--- config.mk ---
export PLATFORM = sky130hd
export DESIGN_NAME = lcd_char_ctrl
export DESIGN_NICKNAME = d
export VERILOG_FILES = /design/src/rtl/lcd_pkg.sv /design/src/rtl/lcd_bus_cycle.sv /design/src/rtl/lcd_char_ctrl.sv
export SDC_FILE = /design/constraint.sdc
export NUM_CORES = 1
export LEC_CHECK = 0
export ABC_AREA = 1
export BUFFER_PORTS_ARGS = -buffer_cell sky130_fd_sc_hd__buf_2
export CAP_MARGIN = 0
export CORE_ASPECT_RATIO = 0.9
export CORE_MARGIN = 4
export CORE_UTILIZATION = 25
export CTS_BUF_LIST = sky130_fd_sc_hd__clkbuf_4 sky130_fd_sc_hd__clkbuf_8
export DETAILED_ROUTE_END_ITERATION = 16
export GPL_TIMING_DRIVEN = 0
export PLACE_DENSITY_LB_ADDON = 0.12
export REMOVE_ABC_BUFFERS = 1
export SLEW_MARGIN = 20
export SYNTH_ARGS = -nofsm -noshare
export SYNTH_HDL_FRONTEND = slang
export SYNTH_HIERARCHICAL = 1
export SYNTH_SLANG_ARGS = --single-unit
--- constraint.sdc ---
create_clock -name csi_CLK -period 14.56 [get_ports csi_CLK]
set_clock_uncertainty 0.1 [all_clocks]
set_input_delay 2.184 -clock csi_CLK [delete_from_list [all_inputs] [get_ports csi_CLK]]
set_output_delay 2.184 -clock csi_CLK [all_outputs]
set_load 0.005 [all_outputs]
--- src/rtl/lcd_pkg.sv ---
// Shared constants for the HD44780 character-LCD controller.
// Holds op codes, panel commands, FSM encodings and small helpers.
package lcd_pkg;

    localparam logic [7:0] OP_NONE     = 8'h00;
    localparam logic [7:0] OP_REFRESH  = 8'h01;
    localparam logic [7:0] OP_CLEAR    = 8'h02;
    localparam logic [7:0] OP_RAW_CMD  = 8'h03;
    localparam logic [7:0] OP_RAW_DATA = 8'h04;
    localparam logic [7:0] OP_REINIT   = 8'hFF;

    localparam logic [7:0] CMD_CLEAR  = 8'h01;
    localparam logic [7:0] CMD_HOME   = 8'h02;
    localparam logic [7:0] CMD_DDRAM  = 8'h80;
    localparam logic [7:0] CHAR_BLANK = 8'h20;

    localparam logic [7:0] INIT_FUNC  = 8'h38;
    localparam logic [7:0] INIT_DISP  = 8'h0C;
    localparam logic [7:0] INIT_CLR   = 8'h01;
    localparam logic [7:0] INIT_ENTRY = 8'h06;

    localparam logic [7:0] ROW0_BASE = 8'h00;
    localparam logic [7:0] ROW1_BASE = 8'h40;
    localparam logic [7:0] ROW2_BASE = 8'h14;
    localparam logic [7:0] ROW3_BASE = 8'h54;

    typedef enum logic [3:0] {
        ST_PWRUP   = 4'd0,
        ST_INIT    = 4'd1,
        ST_IDLE    = 4'd2,
        ST_ROWADDR = 4'd3,
        ST_CHAR    = 4'd4,
        ST_SINGLE  = 4'd5,
        ST_DONE    = 4'd6
    } state_e;

    typedef enum logic [2:0] {
        BC_IDLE, BC_SETUP, BC_EN, BC_HOLD, BC_WAIT
    } bc_phase_e;

    function automatic logic [7:0] init_cmd(input logic [1:0] step);
        case (step)
            2'd0:    return INIT_FUNC;
            2'd1:    return INIT_DISP;
            2'd2:    return INIT_CLR;
            default: return INIT_ENTRY;
        endcase
    endfunction

    function automatic logic [7:0] row_addr_cmd(input logic [1:0] row);
        case (row)
            2'd0:    return CMD_DDRAM | ROW0_BASE;
            2'd1:    return CMD_DDRAM | ROW1_BASE;
            2'd2:    return CMD_DDRAM | ROW2_BASE;
            default: return CMD_DDRAM | ROW3_BASE;
        endcase
    endfunction

    // Clear and home need the long execution delay; only as commands, not as data.
    function automatic logic needs_long(input logic rs, input logic [7:0] dat);
        return !rs && (dat == CMD_CLEAR || dat == CMD_HOME);
    endfunction

endpackage

--- src/rtl/lcd_bus_cycle.sv ---
// One HD44780 write cycle: 1 tick setup, EN_US ticks EN high, 1 tick hold, then post-wait.
// start is taken only in idle; done pulses for one clock when the post-wait expires.
module lcd_bus_cycle
    import lcd_pkg::*;
#(
    parameter int EN_US   = 1,
    parameter int CMD_US  = 40,
    parameter int LONG_US = 1640
) (
    input  logic       clk,
    input  logic       rst,
    input  logic       tick,
    input  logic       start,
    input  logic       rs,
    input  logic [7:0] data,
    input  logic       long_wait,
    output logic       done,
    output logic       lcd_en,
    output logic       lcd_rs,
    output logic [7:0] lcd_data
);

    localparam int MAX_A  = (LONG_US > CMD_US) ? LONG_US : CMD_US;
    localparam int MAX_US = (MAX_A > EN_US) ? MAX_A : EN_US;
    localparam int CW     = $clog2(MAX_US + 1);

    bc_phase_e       phase_q, phase_d;
    logic [CW-1:0]   cnt_q, cnt_d;
    logic            en_q, en_d, rs_q, rs_d, long_q, long_d;
    logic [7:0]      data_q, data_d;
    logic            expire;

    assign expire = tick && (cnt_q <= CW'(1));

    always_comb begin
        phase_d = phase_q;
        cnt_d   = cnt_q;
        en_d    = en_q;
        rs_d    = rs_q;
        data_d  = data_q;
        long_d  = long_q;
        done    = 1'b0;
        if (tick && !expire) cnt_d = cnt_q - 1'b1;
        case (phase_q)
            BC_IDLE: if (start) begin
                phase_d = BC_SETUP;
                cnt_d   = CW'(1);
                rs_d    = rs;
                data_d  = data;
                long_d  = long_wait;
            end
            BC_SETUP: if (expire) begin
                phase_d = BC_EN;
                en_d    = 1'b1;
                cnt_d   = CW'(EN_US);
            end
            BC_EN: if (expire) begin
                phase_d = BC_HOLD;
                en_d    = 1'b0;
                cnt_d   = CW'(1);
            end
            BC_HOLD: if (expire) begin
                phase_d = BC_WAIT;
                cnt_d   = long_q ? CW'(LONG_US) : CW'(CMD_US);
            end
            BC_WAIT: if (expire) begin
                phase_d = BC_IDLE;
                done    = 1'b1;
            end
            default: phase_d = BC_IDLE;
        endcase
    end

    always_ff @(posedge clk or posedge rst) begin
        if (rst) begin
            phase_q <= BC_IDLE;
            cnt_q   <= '0;
            en_q    <= 1'b0;
            rs_q    <= 1'b0;
            data_q  <= '0;
            long_q  <= 1'b0;
        end else begin
            phase_q <= phase_d;
            cnt_q   <= cnt_d;
            en_q    <= en_d;
            rs_q    <= rs_d;
            data_q  <= data_d;
            long_q  <= long_d;
        end
    end

    assign lcd_en   = en_q;
    assign lcd_rs   = rs_q;
    assign lcd_data = data_q;

endmodule

--- src/rtl/lcd_char_ctrl.sv ---
// Avalon-MM character-LCD controller with shadow frame buffer and refresh/raw/init sequencing.
// Readdata has fixed latency 1; busy ops rejected into err_sticky, buffer writes always land.
module lcd_char_ctrl
    import lcd_pkg::*;
#(
    parameter int CLK_HZ   = 100000000,
    parameter int COLS     = 16,
    parameter int ROWS     = 2,
    parameter int ADDR_W   = 7,
    parameter int EN_US    = 1,
    parameter int CMD_US   = 40,
    parameter int LONG_US  = 1640,
    parameter int PWRUP_US = 15000
) (
    input  logic              csi_CLK,
    input  logic              csi_RST,
    input  logic              avs_chipselect,
    input  logic [ADDR_W-1:0] avs_address,
    input  logic              avs_read,
    output logic [31:0]       avs_readdata,
    input  logic              avs_write,
    input  logic [31:0]       avs_writedata,
    output logic              ins_IRQ,
    output logic [7:0]        coe_LCD_DATA,
    output logic              coe_LCD_RW,
    output logic              coe_LCD_EN,
    output logic              coe_LCD_RS,
    output logic              coe_LCD_BLON,
    output logic              coe_LCD_ON
);

    localparam int N   = COLS * ROWS;
    localparam int IW  = (N > 1) ? $clog2(N) : 1;
    localparam int CLW = (COLS > 1) ? $clog2(COLS) : 1;
    localparam int DIV = (CLK_HZ / 1000000 > 0) ? CLK_HZ / 1000000 : 1;
    localparam int TW  = (DIV > 1) ? $clog2(DIV) : 1;
    localparam int PW  = $clog2(PWRUP_US + 1);

    state_e          state_q, state_d;
    logic [TW-1:0]   tick_cnt_q, tick_cnt_d;
    logic [PW-1:0]   pw_cnt_q, pw_cnt_d;
    logic [1:0]      step_q, step_d, row_q, row_d;
    logic [CLW-1:0]  col_q, col_d;
    logic            inflight_q, inflight_d, init_done_q, init_done_d;
    logic            done_q, done_d, err_q, err_d, auto_q, auto_d;
    logic            irq_en_q, irq_en_d, blon_q, blon_d, sgl_rs_q, sgl_rs_d;
    logic [7:0]      op_last_q, op_last_d, raw_q, raw_d, sgl_dat_q, sgl_dat_d;
    logic [31:0]     rdata_q, rdata_d;
    logic [7:0]      buf_q [N];
    logic [7:0]      buf_d [N];

    logic            tick, busy, step_done, bc_start, bc_done;
    logic            iss_en, iss_rs;
    logic [7:0]      iss_dat, op;
    logic [IW-1:0]   chr_idx, buf_sel;
    logic [ADDR_W-2:0] buf_off;
    logic            in_buf, wr_ctrl, wr_status, wr_buf, unused_wd;

    assign tick      = (tick_cnt_q == TW'(DIV - 1));
    assign busy      = (state_q != ST_IDLE);
    assign step_done = inflight_q && bc_done;
    assign chr_idx   = IW'(32'(row_q) * COLS + 32'(col_q));
    assign buf_off   = avs_address[ADDR_W-2:0];
    assign buf_sel   = buf_off[IW-1:0];
    assign in_buf    = avs_address[ADDR_W-1] && (32'(buf_off) < N);
    assign wr_ctrl   = avs_chipselect && avs_write && (avs_address == '0);
    assign wr_status = avs_chipselect && avs_write && (avs_address == ADDR_W'(1));
    assign wr_buf    = avs_chipselect && avs_write && in_buf;
    assign op        = avs_writedata[7:0];
    assign unused_wd = ^{avs_writedata[31:25], avs_writedata[23:18]};

    always_comb begin
        state_d = state_q;       tick_cnt_d = tick ? '0 : tick_cnt_q + 1'b1;
        pw_cnt_d = pw_cnt_q;     step_d = step_q;         row_d = row_q;
        col_d = col_q;           inflight_d = inflight_q; init_done_d = init_done_q;
        done_d = done_q;         err_d = err_q;           auto_d = auto_q;
        irq_en_d = irq_en_q;     blon_d = blon_q;         sgl_rs_d = sgl_rs_q;
        op_last_d = op_last_q;   raw_d = raw_q;           sgl_dat_d = sgl_dat_q;
        buf_d = buf_q;
        iss_en = 1'b0;  iss_rs = 1'b0;  iss_dat = '0;  bc_start = 1'b0;

        if (wr_status && avs_writedata[1]) done_d = 1'b0;
        if (wr_status && avs_writedata[2]) err_d  = 1'b0;

        case (state_q)
            ST_PWRUP: if (tick) begin
                if (pw_cnt_q == PW'(PWRUP_US - 1)) begin
                    state_d  = ST_INIT;
                    pw_cnt_d = '0;
                    step_d   = '0;
                end else begin
                    pw_cnt_d = pw_cnt_q + 1'b1;
                end
            end
            ST_INIT: begin
                iss_en  = 1'b1;
                iss_dat = init_cmd(step_q);
                if (step_done) begin
                    step_d = step_q + 1'b1;
                    if (step_q == 2'd3) begin
                        init_done_d = 1'b1;
                        state_d     = ST_IDLE;
                    end
                end
            end
            ST_IDLE: if (auto_q) begin
                state_d = ST_ROWADDR;
                row_d   = '0;
            end
            ST_ROWADDR: begin
                iss_en  = 1'b1;
                iss_dat = row_addr_cmd(row_q);
                if (step_done) begin
                    state_d = ST_CHAR;
                    col_d   = '0;
                end
            end
            ST_CHAR: begin
                iss_en  = 1'b1;
                iss_rs  = 1'b1;
                iss_dat = buf_q[chr_idx];
                if (step_done) begin
                    col_d = col_q + 1'b1;
                    if (col_q == CLW'(COLS - 1)) begin
                        row_d   = row_q + 1'b1;
                        state_d = ST_ROWADDR;
                        // Auto mode chains passes without passing through DONE.
                        if (row_q == 2'(ROWS - 1)) begin
                            row_d   = '0;
                            state_d = auto_q ? ST_ROWADDR : ST_DONE;
                        end
                    end
                end
            end
            ST_SINGLE: begin
                iss_en  = 1'b1;
                iss_rs  = sgl_rs_q;
                iss_dat = sgl_dat_q;
                if (step_done) state_d = ST_DONE;
            end
            ST_DONE: begin
                done_d  = 1'b1;
                state_d = ST_IDLE;
            end
            default: state_d = ST_PWRUP;
        endcase

        if (step_done) begin
            inflight_d = 1'b0;
        end else if (iss_en && !inflight_q && tick) begin
            bc_start   = 1'b1;
            inflight_d = 1'b1;
        end

        if (wr_ctrl) begin
            blon_d   = avs_writedata[24];
            irq_en_d = avs_writedata[17];
            auto_d   = avs_writedata[16];
            if (op != OP_NONE) begin
                if (busy || !init_done_q) begin
                    err_d = 1'b1;
                end else begin
                    op_last_d = op;
                    raw_d     = avs_writedata[15:8];
                    case (op)
                        OP_REFRESH: begin
                            state_d = ST_ROWADDR;
                            row_d   = '0;
                        end
                        OP_CLEAR: begin
                            for (int i = 0; i < N; i++) buf_d[i] = CHAR_BLANK;
                            sgl_rs_d  = 1'b0;
                            sgl_dat_d = CMD_CLEAR;
                            state_d   = ST_SINGLE;
                        end
                        OP_RAW_CMD, OP_RAW_DATA: begin
                            sgl_rs_d  = (op == OP_RAW_DATA);
                            sgl_dat_d = avs_writedata[15:8];
                            state_d   = ST_SINGLE;
                        end
                        OP_REINIT: begin
                            init_done_d = 1'b0;
                            step_d      = '0;
                            state_d     = ST_INIT;
                        end
                        default: err_d = 1'b1;
                    endcase
                end
            end
        end

        if (wr_buf) buf_d[buf_sel] = avs_writedata[7:0];

        rdata_d = '0;
        if (avs_chipselect && avs_read) begin
            if (in_buf)
                rdata_d = {24'b0, buf_q[buf_sel]};
            else if (avs_address == '0)
                rdata_d = {7'b0, blon_q, 6'b0, irq_en_q, auto_q, raw_q, op_last_q};
            else if (avs_address == ADDR_W'(1))
                rdata_d = {24'b0, state_q, init_done_q, err_q, done_q, busy};
        end
    end

    always_ff @(posedge csi_CLK or posedge csi_RST) begin
        if (csi_RST) begin
            state_q <= ST_PWRUP;   tick_cnt_q <= '0;    pw_cnt_q <= '0;
            step_q <= '0;          row_q <= '0;         col_q <= '0;
            inflight_q <= 1'b0;    init_done_q <= 1'b0; done_q <= 1'b0;
            err_q <= 1'b0;         auto_q <= 1'b0;      irq_en_q <= 1'b0;
            blon_q <= 1'b0;        sgl_rs_q <= 1'b0;    op_last_q <= '0;
            raw_q <= '0;           sgl_dat_q <= '0;     rdata_q <= '0;
            for (int i = 0; i < N; i++) buf_q[i] <= CHAR_BLANK;
        end else begin
            state_q <= state_d;        tick_cnt_q <= tick_cnt_d;   pw_cnt_q <= pw_cnt_d;
            step_q <= step_d;          row_q <= row_d;             col_q <= col_d;
            inflight_q <= inflight_d;  init_done_q <= init_done_d; done_q <= done_d;
            err_q <= err_d;            auto_q <= auto_d;           irq_en_q <= irq_en_d;
            blon_q <= blon_d;          sgl_rs_q <= sgl_rs_d;       op_last_q <= op_last_d;
            raw_q <= raw_d;            sgl_dat_q <= sgl_dat_d;     rdata_q <= rdata_d;
            buf_q <= buf_d;
        end
    end

    lcd_bus_cycle #(
        .EN_US   (EN_US),
        .CMD_US  (CMD_US),
        .LONG_US (LONG_US)
    ) u_bus (
        .clk       (csi_CLK),
        .rst       (csi_RST),
        .tick      (tick),
        .start     (bc_start),
        .rs        (iss_rs),
        .data      (iss_dat),
        .long_wait (needs_long(iss_rs, iss_dat)),
        .done      (bc_done),
        .lcd_en    (coe_LCD_EN),
        .lcd_rs    (coe_LCD_RS),
        .lcd_data  (coe_LCD_DATA)
    );

    assign avs_readdata = rdata_q;
    assign ins_IRQ      = done_q & irq_en_q;
    assign coe_LCD_RW   = 1'b0;
    assign coe_LCD_BLON = blon_q;
    assign coe_LCD_ON   = 1'b1;

endmodule
==> results.md <==
Clock network:
- The number of setup buffers added after CTS is 0.
- The tree built by TritonCTS fans out to 365 sinks.
- For the worst-skew pair, the clock arrives at the later sink with an insertion delay of 670 ps.
- The TritonCTS buffer count is 71.
- The count of hold-fix buffers inserted at cts is 0.
- The clock tree synthesis step divided the H-tree into 3 levels.
- The CTS tree is yes.
- The clock slew at the register clock pins of the worst setup and hold paths is 60 ps.
- The root buffer cell chosen for the clock tree is sky130_fd_sc_hd__clkbuf_8.
- The number of gates resized after CTS is 0.
- No sink is reached through more buffers than the 3 on the longest clock path.

Worst setup path:
- The kind of critical path is input pin to flip-flop.
- In this run the worst setup path terminates at buf_q[91]$_DFF_PP0_.
- The critical path starts at avs_writedata[5].
- Data on the critical path is required at its endpoint by 15040 ps.
- The data arrival at the endpoint of the critical path is 6260 ps.
- The endpoint kind of the worst setup timing path is a flip-flop.
- In this run the register-to-register setup slack is 10730 ps.
- The worst register-to-register path begins at row_q[0]$_DFF_PP0_.
- Walking the worst path, the cells encountered are buf_2 > inv_1 > nand4_1 > nor2_1 > nand3_1 > nand2_2 > nor2_4 > inv_2 > nor2_2 > inv_8 > buf_16 > buf_16 > nand3_1 > o21ai_1.
- The highest cell delay on the worst timing path is 770 ps.
- The number of cells on the worst reg-to-reg path is 12.
- The highest-delay cell along the critical path is sky130_fd_sc_hd__inv_1.
- The worst reg2reg path endpoint is u_bus/long_q$_DFFE_PP0P_.
- The critical path launch point type is an input pin.
- In this run the worst path has a maximum fanout of 107.

Global route:
- The total routing resource utilization after global routing is 18.8%.
- The initial antenna violation count is 2.
- Global routing finished with a remaining overflow of 0.
- The pin count of the biggest net entering global routing is 108.
- The global routing usage on met1 is 26.9%.
- The via count of the first global-routing pass is 17700.
- The met3 track demand over resource in global routing is 3.32%.
- The global-route wire length before repair is 119000 µm.
- The layer flagged by global routing as most heavily used is met2.
- Global routing used 29.0% of the available met2 tracks.

Synthesis:
- The commonest cells after synthesis are sky130_fd_sc_hd__nand2_1 (541), sky130_fd_sc_hd__nand3_1 (411), sky130_fd_sc_hd__dfrtp_1 (333).
- The number of register bits inferred by synthesis is 365.
- The share of the synthesized area in the top cell type is 42.1%.
- The most instantiated library cell after synthesis is sky130_fd_sc_hd__nand2_1.
- The average footprint of a synthesized cell is 7.67 µm².
- After synthesis, the share of flip-flops with an asynchronous set or reset is 100%.
- Among all flip-flop cells after synthesis, the most frequent one is sky130_fd_sc_hd__dfrtp_1.
- In this run, distinct cell masters in the synthesized netlist total 48.
- The share of the yosys chip area belonging to registers is 46.4%.
- The synthesized instance count is 2577.
- Sorting the synthesized cells by area gives the leading types as sky130_fd_sc_hd__dfrtp_1 (42%), sky130_fd_sc_hd__nand3_1 (10%), sky130_fd_sc_hd__nand2_1 (10%).
- The cell type with the highest aggregate area in the netlist is sky130_fd_sc_hd__dfrtp_1.
- The number of synthesized flops with an enable pin is 0.
- The number of synthesis warnings is 6.
- The cell area that synthesis handed to floorplanning was 19800 µm².

Pwr:
- The maximum vdd ir drop is 0.0520 mV.
- In this run the power density over the cells is 104 nW/µm².
- The total power after layout is 2.37 mW.
- In this run the static leakage power is 10.2 nW.

Layout:
- The number of filler cells placed in the layout is 8432.
- The register area is 9180 µm².
- The proportion of layout cells with a drive suffix above 1 is 12.3%.
- The number of nets at the end of the flow is 2621.
- The total area of multi-input combinational cells is 9040 µm².
- The area growth from synthesis to layout is 15.5%.

Timing:
- Setup violations remaining at the end of the flow were counted as 0.
- The time the final worst path needs with I/O delays and setup is 5790 ps.
- Setup repair after global routing left no endpoint under its margin.
- The final number of hold-violating endpoints was 0.
- The ratio of final minimum period to clock period is 39.7%.
- Hold timing on the final database bottoms out at a slack of 366 ps.
- The maximum clock frequency is 173 MHz.
- Measured against its own limit, the worst slew margin works out to 34.3%.
- At the pin with the least slew margin, the transition time is 980 ps.
- The number of slew-limit violations in the final report is 0.

Detailed routing:
- The routed layout has 18500 vias.
- For this run, design rule violations remaining after detail routing come to 0.
- The number of detailed-routing iterations run before antenna repair is 5.
- After detailed routing, the total wire length is 80200 µm.
- The count of nets left with antenna violations once routing finished came out at 0.
- The first routing iteration left 1734 violations.
- In the final routed layout, each cell accounts on average for 21.9 µm.
- After detailed routing, the number of vias per cell comes to 5.05.

Placed design:
- The number of port buffers is 61.
- Routability-driven placement finished with a final weighted congestion of 0.806.
- Detailed placement finished with a half-perimeter wire length of 52400 µm.

Run status:
- The run finished with clean final reports.

Floorplan:
- The number of top-level design ports is 90.
- In this run the horizontal extent of the chip is 304 µm.
- For this configuration, the core starts out at a cell density of 25.3%.
- The number of core rows is 97.
- The die covers 83700 µm².
- The height of the die is 275 µm.
- The area of the core region is 78200 µm².

Worst hold path:
- The tightest min-delay check is of the flip-flop to flip-flop type.

Flow run:
- The count of max-cap constraint violations is 0.
-- where the power goes --
part,switching [mW],leakage [nW],total [mW],internal [mW]
sequential,0.0274,4.86,1.08,1.06
clock,0.482,0.784,1.10,0.618
combinational,0.128,4.60,0.184,0.0566
-- layout by cell type (no fill, tap or decap), types with 8 or more instances in the layout --
cell type,n
sky130_fd_sc_hd__nand2_1,541
sky130_fd_sc_hd__nand3_1,411
sky130_fd_sc_hd__dfrtp_1,331
sky130_fd_sc_hd__o21ai_1,214
sky130_fd_sc_hd__inv_1,186
sky130_fd_sc_hd__nor2_1,153
sky130_fd_sc_hd__a21oi_1,110
sky130_fd_sc_hd__a22oi_1,97
sky130_fd_sc_hd__o21ai_0,85
sky130_fd_sc_hd__clkbuf_8,84
sky130_fd_sc_hd__buf_2,61
sky130_fd_sc_hd__clkbuf_4,38
sky130_fd_sc_hd__nor3_1,33
sky130_fd_sc_hd__dfstp_2,32
sky130_fd_sc_hd__a31oi_1,27
sky130_fd_sc_hd__buf_16,18
sky130_fd_sc_hd__conb_1,16
sky130_fd_sc_hd__or2_2,14
sky130_fd_sc_hd__inv_2,14
sky130_fd_sc_hd__nand4_1,13
sky130_fd_sc_hd__o22ai_1,12
sky130_fd_sc_hd__buf_12,11
sky130_fd_sc_hd__ha_1,9
sky130_fd_sc_hd__mux2_2,9
sky130_fd_sc_hd__nor3b_1,8
-- critical path: cells and delay by family --
kind,cells,cell delay (ps)
and+or+nand+nor,7,1100
AOI/OAI and AO/OA,1,100
buffers and inverters,6,2620
-- logic make-up (layout without fill, tap and decap cells) --
group | after synthesis | count (layout) | share of synthesized area, %
buf+inv | 397 | 427 | 8.28
mux | 9 | 9 | 0.513
other cells | 2 | 18 | 0.0380
fa+ha+maj | 9 | 9 | 0.569
simple gates | 1203 | 1203 | 26.8
flops | 365 | 365 | 46.4
xor+xnor | 9 | 9 | 0.399
compound gates | 583 | 583 | 17.0
-- final cells by class --
| type | instances | share of cell area (%) |
|---|---|---|
| clock inverters | 4 | 0.137 |
| flip-flops and latches | 365 | 40.2 |
| well taps | 1039 | 5.69 |
| clock buffers | 122 | 6.31 |
| repair buffers | 90 | 4.47 |
| inverters | 211 | 3.59 |
| diodes | 2 | 0.0219 |
| multi-input cells | 1829 | 39.6 |
-- state kept, by name, indices dropped and copies added (netlist names), 7 cells and up --
signal	count
pw_cnt_q	14
op_last_q	8
u_bus/lcd_data	8
tick_cnt_q	7
raw_q	8
avs_readdata	19
buf_q	256
sgl_dat_q	8
u_bus/cnt_q	11
-- stage by stage --
step,setup TNS (ps),cell area (µm²),util (%),worst slack (ps),instances
2_1_floorplan,0,19000,-,2910,2405
3_3_place_gp,-673710,20600,26.3,-2230,3505
3_5_place_dp,0,21400,27.3,8140,3534
4_1_cts,0,22800,29.2,8860,3660
5_1_grt,0,22800,29.2,8550,3661
6_report,0,22800,29.2,8770,3662
-- metal layers --
layer	share of wire, %	wire (µm)
met1	47	38100
met2	44	35200
met3	5.9	4720
met4	2.7	2180
met5	0.021	17
-- how the worst min path moves through the flow --
stage                                       start                       to  cells past startpoint
after floorplan           tick_cnt_q[0]$_DFF_PP0_  tick_cnt_q[0]$_DFF_PP0_                      1
after global placement    tick_cnt_q[0]$_DFF_PP0_  tick_cnt_q[0]$_DFF_PP0_                      1
after detailed placement  tick_cnt_q[0]$_DFF_PP0_  tick_cnt_q[0]$_DFF_PP0_                      1
after CTS                 tick_cnt_q[0]$_DFF_PP0_  tick_cnt_q[0]$_DFF_PP0_                      1
after global routing      tick_cnt_q[0]$_DFF_PP0_  tick_cnt_q[0]$_DFF_PP0_                      1
final                     tick_cnt_q[0]$_DFF_PP0_  tick_cnt_q[0]$_DFF_PP0_                      1
Note: power is estimated with default switching activity, not from simulation.
